[src/rtl/motor_ctrl_pkg.sv]
// Shared types and constants for the motor output stage.
package motor_ctrl_pkg;

   typedef enum logic [1:0] {
      IDLE     = 2'd0,
      RUN      = 2'd1,
      DEADTIME = 2'd2
   } state_t;

   localparam int                  RESULT_W = 32;
   localparam logic [RESULT_W-1:0] MAG_SAT  = 32'h7FFF_FFFF;

endpackage

[src/rtl/pwm_mag_clamp.sv]
// Turns a signed controller result into an unsigned duty no larger than the
// PWM period, flagging when the magnitude had to be limited.
module pwm_mag_clamp
   import motor_ctrl_pkg::*;
#(
   parameter int CNT_W = 16
)(
   input  logic [RESULT_W-1:0] result,
   input  logic [CNT_W-1:0]    period,
   output logic [CNT_W-1:0]    duty,
   output logic                clamped
);

   logic [RESULT_W-1:0] mag;
   logic [RESULT_W-1:0] period_ext;

   // Absolute value (most negative input saturates), then clamp to the period
   always_comb begin
      mag = result;
      if (result == {1'b1, {(RESULT_W-1){1'b0}}})
         mag = MAG_SAT;
      else if (result[RESULT_W-1])
         mag = -result;
      period_ext              = '0;
      period_ext[CNT_W-1:0]   = period;
      clamped                 = (mag > period_ext);
      duty                    = clamped ? period : mag[CNT_W-1:0];
   end

endmodule

[src/rtl/motor_pwm_driver.sv]
// PWM/direction output stage: double-buffers controller commands, applies
// them at period boundaries and inserts a deadtime on direction reversals.
module motor_pwm_driver
   import motor_ctrl_pkg::*;
#(
   parameter int CNT_W = 16,
   parameter int DT_W  = 8
)(
   input  logic                clock,
   input  logic                reset,
   input  logic                enable,
   input  logic [RESULT_W-1:0] result,
   input  logic                result_valid,
   input  logic [CNT_W-1:0]    pwm_period,
   input  logic [DT_W-1:0]     deadtime,
   output logic                pwm,
   output logic                dir,
   output logic                period_tick,
   output logic [CNT_W-1:0]    duty_applied,
   output logic                duty_clamped
);

   state_t              state_reg, state_next;
   logic [CNT_W-1:0]    counter_reg, counter_next;
   logic [RESULT_W-1:0] pending_reg, pending_next;
   logic                pending_valid_reg, pending_valid_next;
   logic [DT_W-1:0]     dt_cnt_reg, dt_cnt_next;
   logic                held_dir_reg, held_dir_next;
   logic [CNT_W-1:0]    held_duty_reg, held_duty_next;
   logic                held_clamped_reg, held_clamped_next;
   logic                pwm_reg, pwm_next;
   logic                dir_reg, dir_next;
   logic                tick_reg, tick_next;
   logic [CNT_W-1:0]    duty_reg, duty_next;
   logic                clamped_reg, clamped_next;

   logic                period_live, wrap, apply, cmd_dir, reversal;
   logic [CNT_W-1:0]    cmd_duty;
   logic                cmd_clamped;

   pwm_mag_clamp #(.CNT_W(CNT_W)) u_clamp (
      .result  (pending_reg),
      .period  (pwm_period),
      .duty    (cmd_duty),
      .clamped (cmd_clamped)
   );

   // Register all state; reset returns everything to zero / IDLE
   always_ff @(posedge clock) begin
      if (reset) begin
         state_reg         <= IDLE;
         counter_reg       <= '0;
         pending_reg       <= '0;
         pending_valid_reg <= 1'b0;
         dt_cnt_reg        <= '0;
         held_dir_reg      <= 1'b0;
         held_duty_reg     <= '0;
         held_clamped_reg  <= 1'b0;
         pwm_reg           <= 1'b0;
         dir_reg           <= 1'b0;
         tick_reg          <= 1'b0;
         duty_reg          <= '0;
         clamped_reg       <= 1'b0;
      end else begin
         state_reg         <= state_next;
         counter_reg       <= counter_next;
         pending_reg       <= pending_next;
         pending_valid_reg <= pending_valid_next;
         dt_cnt_reg        <= dt_cnt_next;
         held_dir_reg      <= held_dir_next;
         held_duty_reg     <= held_duty_next;
         held_clamped_reg  <= held_clamped_next;
         pwm_reg           <= pwm_next;
         dir_reg           <= dir_next;
         tick_reg          <= tick_next;
         duty_reg          <= duty_next;
         clamped_reg       <= clamped_next;
      end
   end

   // Next-state: period counter, command buffering, apply and deadtime sequencing
   always_comb begin
      state_next         = state_reg;
      counter_next       = counter_reg;
      pending_next       = pending_reg;
      pending_valid_next = pending_valid_reg;
      dt_cnt_next        = dt_cnt_reg;
      held_dir_next      = held_dir_reg;
      held_duty_next     = held_duty_reg;
      held_clamped_next  = held_clamped_reg;
      pwm_next           = 1'b0;
      dir_next           = dir_reg;
      duty_next          = duty_reg;
      clamped_next       = clamped_reg;

      period_live = (pwm_period != '0);
      // ">=" so a period shrunk below the running count wraps immediately
      wrap        = period_live && (counter_reg >= pwm_period - CNT_W'(1));
      apply       = wrap && pending_valid_reg;
      // A zero command carries no direction, so it keeps the current one
      cmd_dir     = (pending_reg == '0) ? dir_reg : pending_reg[RESULT_W-1];
      reversal    = (cmd_dir != dir_reg) && (deadtime != '0);

      if (result_valid)
         pending_next = result;

      case (state_reg)
         IDLE: begin
            counter_next       = '0;
            pending_valid_next = 1'b0;
            if (enable) begin
               state_next   = RUN;
               duty_next    = '0;
               clamped_next = 1'b0;
            end
         end
         RUN, DEADTIME: begin
            counter_next = (wrap || !period_live) ? '0 : counter_reg + CNT_W'(1);
            if (apply)
               pending_valid_next = 1'b0;
            // A strobe in the wrap cycle itself is kept for the next boundary
            if (result_valid)
               pending_valid_next = 1'b1;

            if (state_reg == RUN) begin
               pwm_next = period_live && (counter_reg < duty_reg);
               if (apply) begin
                  if (reversal) begin
                     state_next        = DEADTIME;
                     dt_cnt_next       = deadtime;
                     held_dir_next     = cmd_dir;
                     held_duty_next    = cmd_duty;
                     held_clamped_next = cmd_clamped;
                     duty_next         = '0;
                     clamped_next      = 1'b0;
                  end else begin
                     dir_next     = cmd_dir;
                     duty_next    = cmd_duty;
                     clamped_next = cmd_clamped;
                  end
               end
            end else begin
               // Newer command replaces the held one without restarting the count
               if (apply) begin
                  held_dir_next     = cmd_dir;
                  held_duty_next    = cmd_duty;
                  held_clamped_next = cmd_clamped;
               end
               if (dt_cnt_reg <= DT_W'(1)) begin
                  state_next   = RUN;
                  dt_cnt_next  = '0;
                  dir_next     = held_dir_next;
                  duty_next    = held_duty_next;
                  clamped_next = held_clamped_next;
               end else begin
                  dt_cnt_next = dt_cnt_reg - DT_W'(1);
               end
            end
         end
         default: state_next = IDLE;
      endcase

      if (!enable) begin
         state_next         = IDLE;
         counter_next       = '0;
         pwm_next           = 1'b0;
         pending_valid_next = 1'b0;
         dt_cnt_next        = '0;
         duty_next          = '0;
         clamped_next       = 1'b0;
      end

      tick_next = (state_next != IDLE) && period_live && (counter_next == '0);
   end

   assign pwm          = pwm_reg;
   assign dir          = dir_reg;
   assign period_tick  = tick_reg;
   assign duty_applied = duty_reg;
   assign duty_clamped = clamped_reg;

endmodule

[config.mk]
export PLATFORM = sky130hd
export DESIGN_NAME = motor_pwm_driver
export DESIGN_NICKNAME = d
export VERILOG_FILES = /design/src/rtl/motor_ctrl_pkg.sv /design/src/rtl/pwm_mag_clamp.sv /design/src/rtl/motor_pwm_driver.sv
export SDC_FILE = /design/constraint.sdc
export NUM_CORES = 1
export LEC_CHECK = 0
export CAP_MARGIN = 5
export CORE_AREA = 2 2 118 120
export DETAILED_ROUTE_END_ITERATION = 8
export DIE_AREA = 0 0 120 122
export GPL_ROUTABILITY_DRIVEN = 1
export PLACE_DENSITY_LB_ADDON = 0.2
export SLEW_MARGIN = 15
export SYNTH_ARGS = -nofsm -noshare
export SYNTH_HDL_FRONTEND = slang
export SYNTH_SLANG_ARGS = --single-unit
export TNS_END_PERCENT = 5
[constraint.sdc]
create_clock -name clock -period 13.3 [get_ports clock]
set_input_delay 2.66 -clock clock [delete_from_list [all_inputs] [get_ports clock]]
set_output_delay 2.66 -clock clock [all_outputs]
set_load 0.03 [all_outputs]
==> results of run 1 <==
[synth_stat cells, types with 4 or more instances]
cell type  count
a211oi_1      21
a21o_1         7
a21oi_1       43
a221o_1       14
a22oi_1       21
a31oi_1        8
and2_1         6
and3_1         4
buf_6          5
clkbuf_1      33
clkbuf_8       4
dfxtp_1       97
ha_1          57
inv_1         47
mux2i_1       51
nand2_1       58
nand2b_1      11
nand3_1       29
nand3b_1       5
nand4_1       17
nor2_1       134
nor2b_1        6
nor3_1        31
nor4_1        19
nor4b_1        4
o211ai_1       5
o21a_1         6
o21ai_0       44
o31ai_1        6
or3_1          4
or4_1          7
xnor2_1       13
[tightest hold or removal path, delay by kind of cell, from the launching register on]
| kind | cells | cell delay [ns] |
|---|---|---|
| AOI/OAI and AO/OA | 1 | 0.05 |
| and+or+nand+nor | 1 | 0.09 |
| DFF | 1 | 0.31 |
[final cells by class]
class,count,area (sq um),share of cell area
Timing Repair Buffer,88,848,0.103
Clock buffer,10,239,0.0291
Sequential cell,97,1940,0.236
Inverter,48,180,0.0219
Clock inverter,6,42.5,0.00517
Multi-Input combinational cell,705,4750,0.577
Tap cell,180,225,0.0274
[where the power goes]
part / switching, mW / leakage [nW] / total, mW / internal (mW)
Clock: 0.121 / 0.135 / 0.253 / 0.132
Combinational: 0.0793 / 2.20 / 0.139 / 0.0598
Sequential: 0.0117 / 0.788 / 0.309 / 0.297
Total: 0.212 / 3.12 / 0.701 / 0.489
[kinds of logic after synthesis]
logic type / synth area share
adders and majority gates: 0.0997
AOI/OAI and AO/OA: 0.217
and+or+nand+nor: 0.256
buffers and inverters: 0.0656
DFF: 0.271
muxes: 0.0714
xor gates and xnor gates: 0.0184
[final timing paths]
kind | slack [ns] | start | end | depth (start not counted)
max | 5.66 | pwm_period[0] | period_tick | 15
min | 0.50 | held_duty_reg[6] | held_duty_reg[6] | 2
max reg2reg | 7.18 | pending_reg[0] | duty_applied[10] | 19
min reg2reg | 0.50 | held_duty_reg[6] | held_duty_reg[6] | 2
[metal layers]
layer	routed length, um	GRT usage	part of all wire
met5	0	0	0
met4	768	0.135	0.039
met1	9210	0.365	0.46
met2	8980	0.438	0.45
met3	975	0.0398	0.049
==> reports/qor.csv, run 1 <==
stage,metric,value,unit
outcome,outcome,finished clean,
setup_path,CP Capture Type,register,
cts,H-Tree Depth,3,
routing,drt total wl,19900,um
cells_and_area,number of inserted diodes,0,
setup_path,"Max FO, Critical Path",9,
cells_and_area,most frequent cells in the layout,"nor2_1, dfxtp_1, clkdlybuf4s50_1",
cts,TritonCTS Buffers,9,
global_routing,vias in the first global route,6203,
cells_and_area,nets@finish,1066,
synth,Post-Synthesis Cell Area,7150,sq um
setup_path,Crit Path Category,in2reg,
setup_path,worst path buffer plus inverter count,1,
cts,Max clock buf depth,2,
die,I/O pins,80,
cells_and_area,fraction of layout cells with a size suffix above 1,0.0587,
setup_path,Top Family by Delay on Critical Path,simple AND/OR/NAND/NOR gates,
routing,Via Count,6907,
timing,hold slack,0.500,ns
synth,ranking of synthesized cells by area,"dfxtp_1, ha_1, mux2i_1",
cells_and_area,Area Growth Syn to Fin,15.0,%
timing,"Slew Viols, Final",0,
placement,gpl congestion,1.08,
die,Initial Utilization,0.530,
routing,DRC,0,
power,power per cell area,85.3,nW/um^2
cts,clk sinks,97,
power,Leak,3.12,nW
synth,Mean Syn Cell Area,7.95,sq um
synth,Synth Register Bits,97,
cts,CTS root buf,clkbuf_16,
synth,Main synth FF type,dfxtp_1,
placement,port bufs,79,
setup_path,CP arrival,7.88,ns
placement,Place WS,5.61,ns
timing,setup_tns,0,ns
global_routing,largest net degree at the start of global routing,66,
routing,drt first pass iters,5,
cts,clock-pin transition on the worst setup and hold timing paths,0.07,ns
timing,crit share post-route,0.574,
global_routing,global-route wire length before repair,32100,um
cts,# Post-CTS Setup Buffers,0,
timing,RSZ-0062 raised after global routing,no,
timing,final hold vios,0,
cells_and_area,Final Instance Area,8220,sq um
placement,placed cell area,7940,sq um
synth,number of synthesized flops with an enable pin,0,
synth,ys async rst share,0,
cts,cts hold-fix bufs,0,
routing,Post-DRT Antenna Nets,0,
synth,post-synthesis cell type count,84,
global_routing,initial antenna violation count,0,
cells_and_area,Final Util,0.609,
cells_and_area,"commonest non-fill, non-tap cell in the layout",nor2_1,
power,Peak VDD IR,72.5,uV
synth,Synth Net Count,1017,
die,die footprint,14600,sq um
setup_path,crit-path cells,clkdlybuf4s50_1 -> nor4_1 -> nand2_1 -> nor4_1 -> xnor2_1 -> ha_1 -> nand4_1 -> nor3_1 -> a2111oi_0 -> o2111ai_1 -> or3_1 -> or3_1 -> a31o_2 -> or4b_1 -> nor4_1,
placement,placed cell count,1118,
timing,final setup violation count,0,
timing,fin crit period,7.64,ns
timing,Peak Freq,131,MHz
cells_and_area,layout filler cell count,1257,
timing,final worst-path setup slack,5.66,ns
routing,Routed WL per cell,17.6,um
setup_path,"Req. time, crit path",13.54,ns
cts,CTS tree,built,
timing,Final Skew,0.00793,ns
setup_path,startpoint types,primary input,
synth,Synth top area share,0.271,
die,Rows,43,
cts,post-cts gate resize count,0,
timing,relative slew slack,0.207,
power,Tot Pwr,0.701,mW
routing,via/cell ratio,6.09,
die,Chip Width,120,um
cts,Worst-Skew Late Latency,0.36,ns
synth,sequential share of the synthesized area,0.271,
setup_path,CP max stage cell,nor4_1,
placement,dpl hpwl,14600,um
synth,largest area contributor in the netlist,dfxtp_1,
die,total core area,13500,sq um
setup_path,CP peak stage delay,0.90,ns
timing,Slew @ Worst Pin,1.19,ns
min_path,Hold WC Path Type,reg2reg,
synth,Synthesis Warnings,0,
setup_path,CP most frequent cell,nor4_1,
global_routing,GRT Resource Usage Total,0.275,
global_routing,global route overflow,0,
cells_and_area,Non-Filler Instances,1134,
routing,DR iter-0 viols,522,
job,max_cap viols,0,
die,DIE HEIGHT,122,um
cells_and_area,Largest register FFs,32,
synth,post-synthesis cell count,900,
Power figures use the tool's default switching activity.
==> run 2: changes to the inputs <==
- clock period: 13.3 -> 7.4 ns (I/O delays scaled with it)
==> run 2 against run 1 <==
- power increased by 77%
- clock-buffer cell count increased by 2
- first-iteration DRC count increased by 1.9%
- final cell count about the same
- highest routed layer unchanged
- via count increased by 1.4%
==> reports/qor.csv, run 2 (same netlist as run 1, synthesis figures left out) <==
stage,metric,value,unit,change
cells_and_area,Final Instance Area,8220,sq um,about the same
power,Tot Pwr,1.24,mW,+77%
timing,"Slew Viols, Final",0,,unchanged
power,Leak,3.13,nW,+0.15%
power,Peak VDD IR,161,uV,+120%
cts,CTS root buf,clkbuf_16,,
timing,crit share post-route,0.833,,
timing,RSZ-0062 raised after global routing,no,,
min_path,Cells on Worst Hold Path,2,,unchanged
timing,Peak Freq,162,MHz,
cts,TritonCTS Buffers,9,,unchanged
placement,gpl congestion,0.992,,-8.1%
timing,final hold vios,0,,unchanged
cells_and_area,fraction of layout cells with a size suffix above 1,0.0565,,-0.00216
cts,clock-pin transition on the worst setup and hold timing paths,0.07,ns,about the same
job,max_cap viols,0,,unchanged
timing,final worst-path setup slack,1.24,ns,-4.42 ns
die,I/O pins,80,,unchanged
routing,via/cell ratio,6.17,,+1.3%
die,Initial Utilization,0.530,,unchanged
routing,Via Count,7005,,+1.4%
setup_path,CP arrival,6.33,ns,-1.55 ns
global_routing,vias in the first global route,6481,,+4.5%
die,DIE HEIGHT,122,um,unchanged
placement,placed cell area,7950,sq um,+0.14%
placement,Place WS,1.05,ns,-4.56 ns
outcome,outcome,finished clean,,
global_routing,global route overflow,0,,unchanged
cts,cts hold-fix bufs,0,,unchanged
min_path,Hold WC Path Type,reg2reg,,
timing,Slew @ Worst Pin,1.11,ns,-0.0786 ns
cells_and_area,Area Growth Syn to Fin,14.9,%,about the same
routing,drt total wl,19700,um,-1.0%
cts,post-cts gate resize count,0,,unchanged
cells_and_area,number of inserted diodes,0,,unchanged
global_routing,initial antenna violation count,0,,unchanged
global_routing,GRT Resource Usage Total,0.278,,+0.00298
cts,H-Tree Depth,3,,unchanged
setup_path,Crit Path Category,reg2reg,,
die,Rows,43,,unchanged
timing,fin crit period,6.16,ns,
placement,port bufs,79,,unchanged
cts,# Post-CTS Setup Buffers,0,,unchanged
routing,DRC,0,,unchanged
global_routing,largest net degree at the start of global routing,66,,unchanged
routing,Routed WL per cell,17.4,um,-1.1%
die,Chip Width,120,um,unchanged
timing,setup_tns,0,ns,unchanged
timing,Final Skew,0.0109,ns,+0.00298 ns
die,total core area,13500,sq um,unchanged
power,power per cell area,151,nW/um^2,+77%
cells_and_area,nets@finish,1068,,+0.19%
cts,Worst-Skew Late Latency,0.35,ns,about the same
placement,dpl hpwl,14500,um,-0.62%
cells_and_area,Largest register FFs,32,,unchanged
setup_path,startpoint types,register,,
cts,clk sinks,97,,unchanged
cts,Max clock buf depth,2,,unchanged
cells_and_area,layout filler cell count,1239,,-1.4%
die,die footprint,14600,sq um,unchanged
global_routing,global-route wire length before repair,32500,um,+1.4%
routing,drt first pass iters,5,,unchanged
cells_and_area,"commonest non-fill, non-tap cell in the layout",nor2_1,,
cells_and_area,most frequent cells in the layout,"nor2_1, dfxtp_1, clkdlybuf4s50_1",,
timing,relative slew slack,0.262,,+0.0553
setup_path,"Max FO, Critical Path",12,,+3
setup_path,R2R cell count,20,,+1
setup_path,CP Capture Type,register,,
setup_path,"Req. time, crit path",7.57,ns,-5.97 ns
routing,Post-DRT Antenna Nets,0,,unchanged
routing,DR iter-0 viols,532,,+1.9%
cts,CTS tree,built,,
timing,final setup violation count,0,,unchanged
run 2: area by class of cell:
| type | count | area [sq um] | area share |
|---|---|---|---|
| multi-input cells | 705 | 4740 | 0.577 |
| inverters | 48 | 180 | 0.0219 |
| well taps | 180 | 225 | 0.0274 |
| clock buffers | 12 | 246 | 0.0300 |
| repair buffers | 90 | 863 | 0.105 |
| flip-flops and latches | 97 | 1940 | 0.236 |
| clock inverters | 3 | 17.5 | 0.00213 |
run 2: path summary, 6_finish.rpt:
check / startpoint / end / slack, ns
setup / recovery: pending_reg[0] / held_duty_reg[5] / 1.24
hold / removal: held_duty_reg[11] / held_duty_reg[11] / 0.51
setup reg to reg: pending_reg[0] / held_duty_reg[5] / 1.24
hold reg to reg: held_duty_reg[11] / held_duty_reg[11] / 0.51
run 2: layer usage:
layer	up-vias	global-route usage	routed length, um
met4	0	0.103	553
met5	-	0	0
met3	36	0.0529	1280
li1	3425	-	-
met1	3271	0.367	8750
met2	273	0.451	9140
run 2: metrics by stage:
| step | cells | util | hold WS, ns |
|---|---|---|---|
| detailed placement | 1120 | 0.589 | 0.494 |
| floorplan | 900 | - | 0.467 |
| global placement | 1120 | 0.589 | 0.486 |
| global route | 1135 | 0.608 | 0.527 |
| CTS | 1135 | 0.608 | 0.505 |
| finish | 1135 | 0.608 | 0.505 |
run 2: worst max-delay path, cell delays in order (launching register included):
cell      delay (ns)
dfxtp_1         0.36
inv_1           0.08
ha_1            0.21
nor3b_1         0.27
nand3_1         0.36
nor4_2          0.86
nor2_1          0.30
o21ai_0         0.17
nand2_1         0.07
o21ai_0         0.30
ha_1            0.38
nand4_1         0.14
inv_1           0.05
a221oi_1        0.28
o211a_1         0.19
o211ai_1        0.11
or4_4           0.60
nor3_4          0.55
buf_4           0.34
mux2i_1         0.25
a211oi_1        0.11
run 2: power breakdown:
group | switching, mW | leakage [nW] | internal [mW] | total [mW]
logic | 0.142 | 2.21 | 0.108 | 0.250
clock network | 0.203 | 0.128 | 0.235 | 0.437
registers | 0.0207 | 0.788 | 0.534 | 0.555
total | 0.366 | 3.13 | 0.877 | 1.24
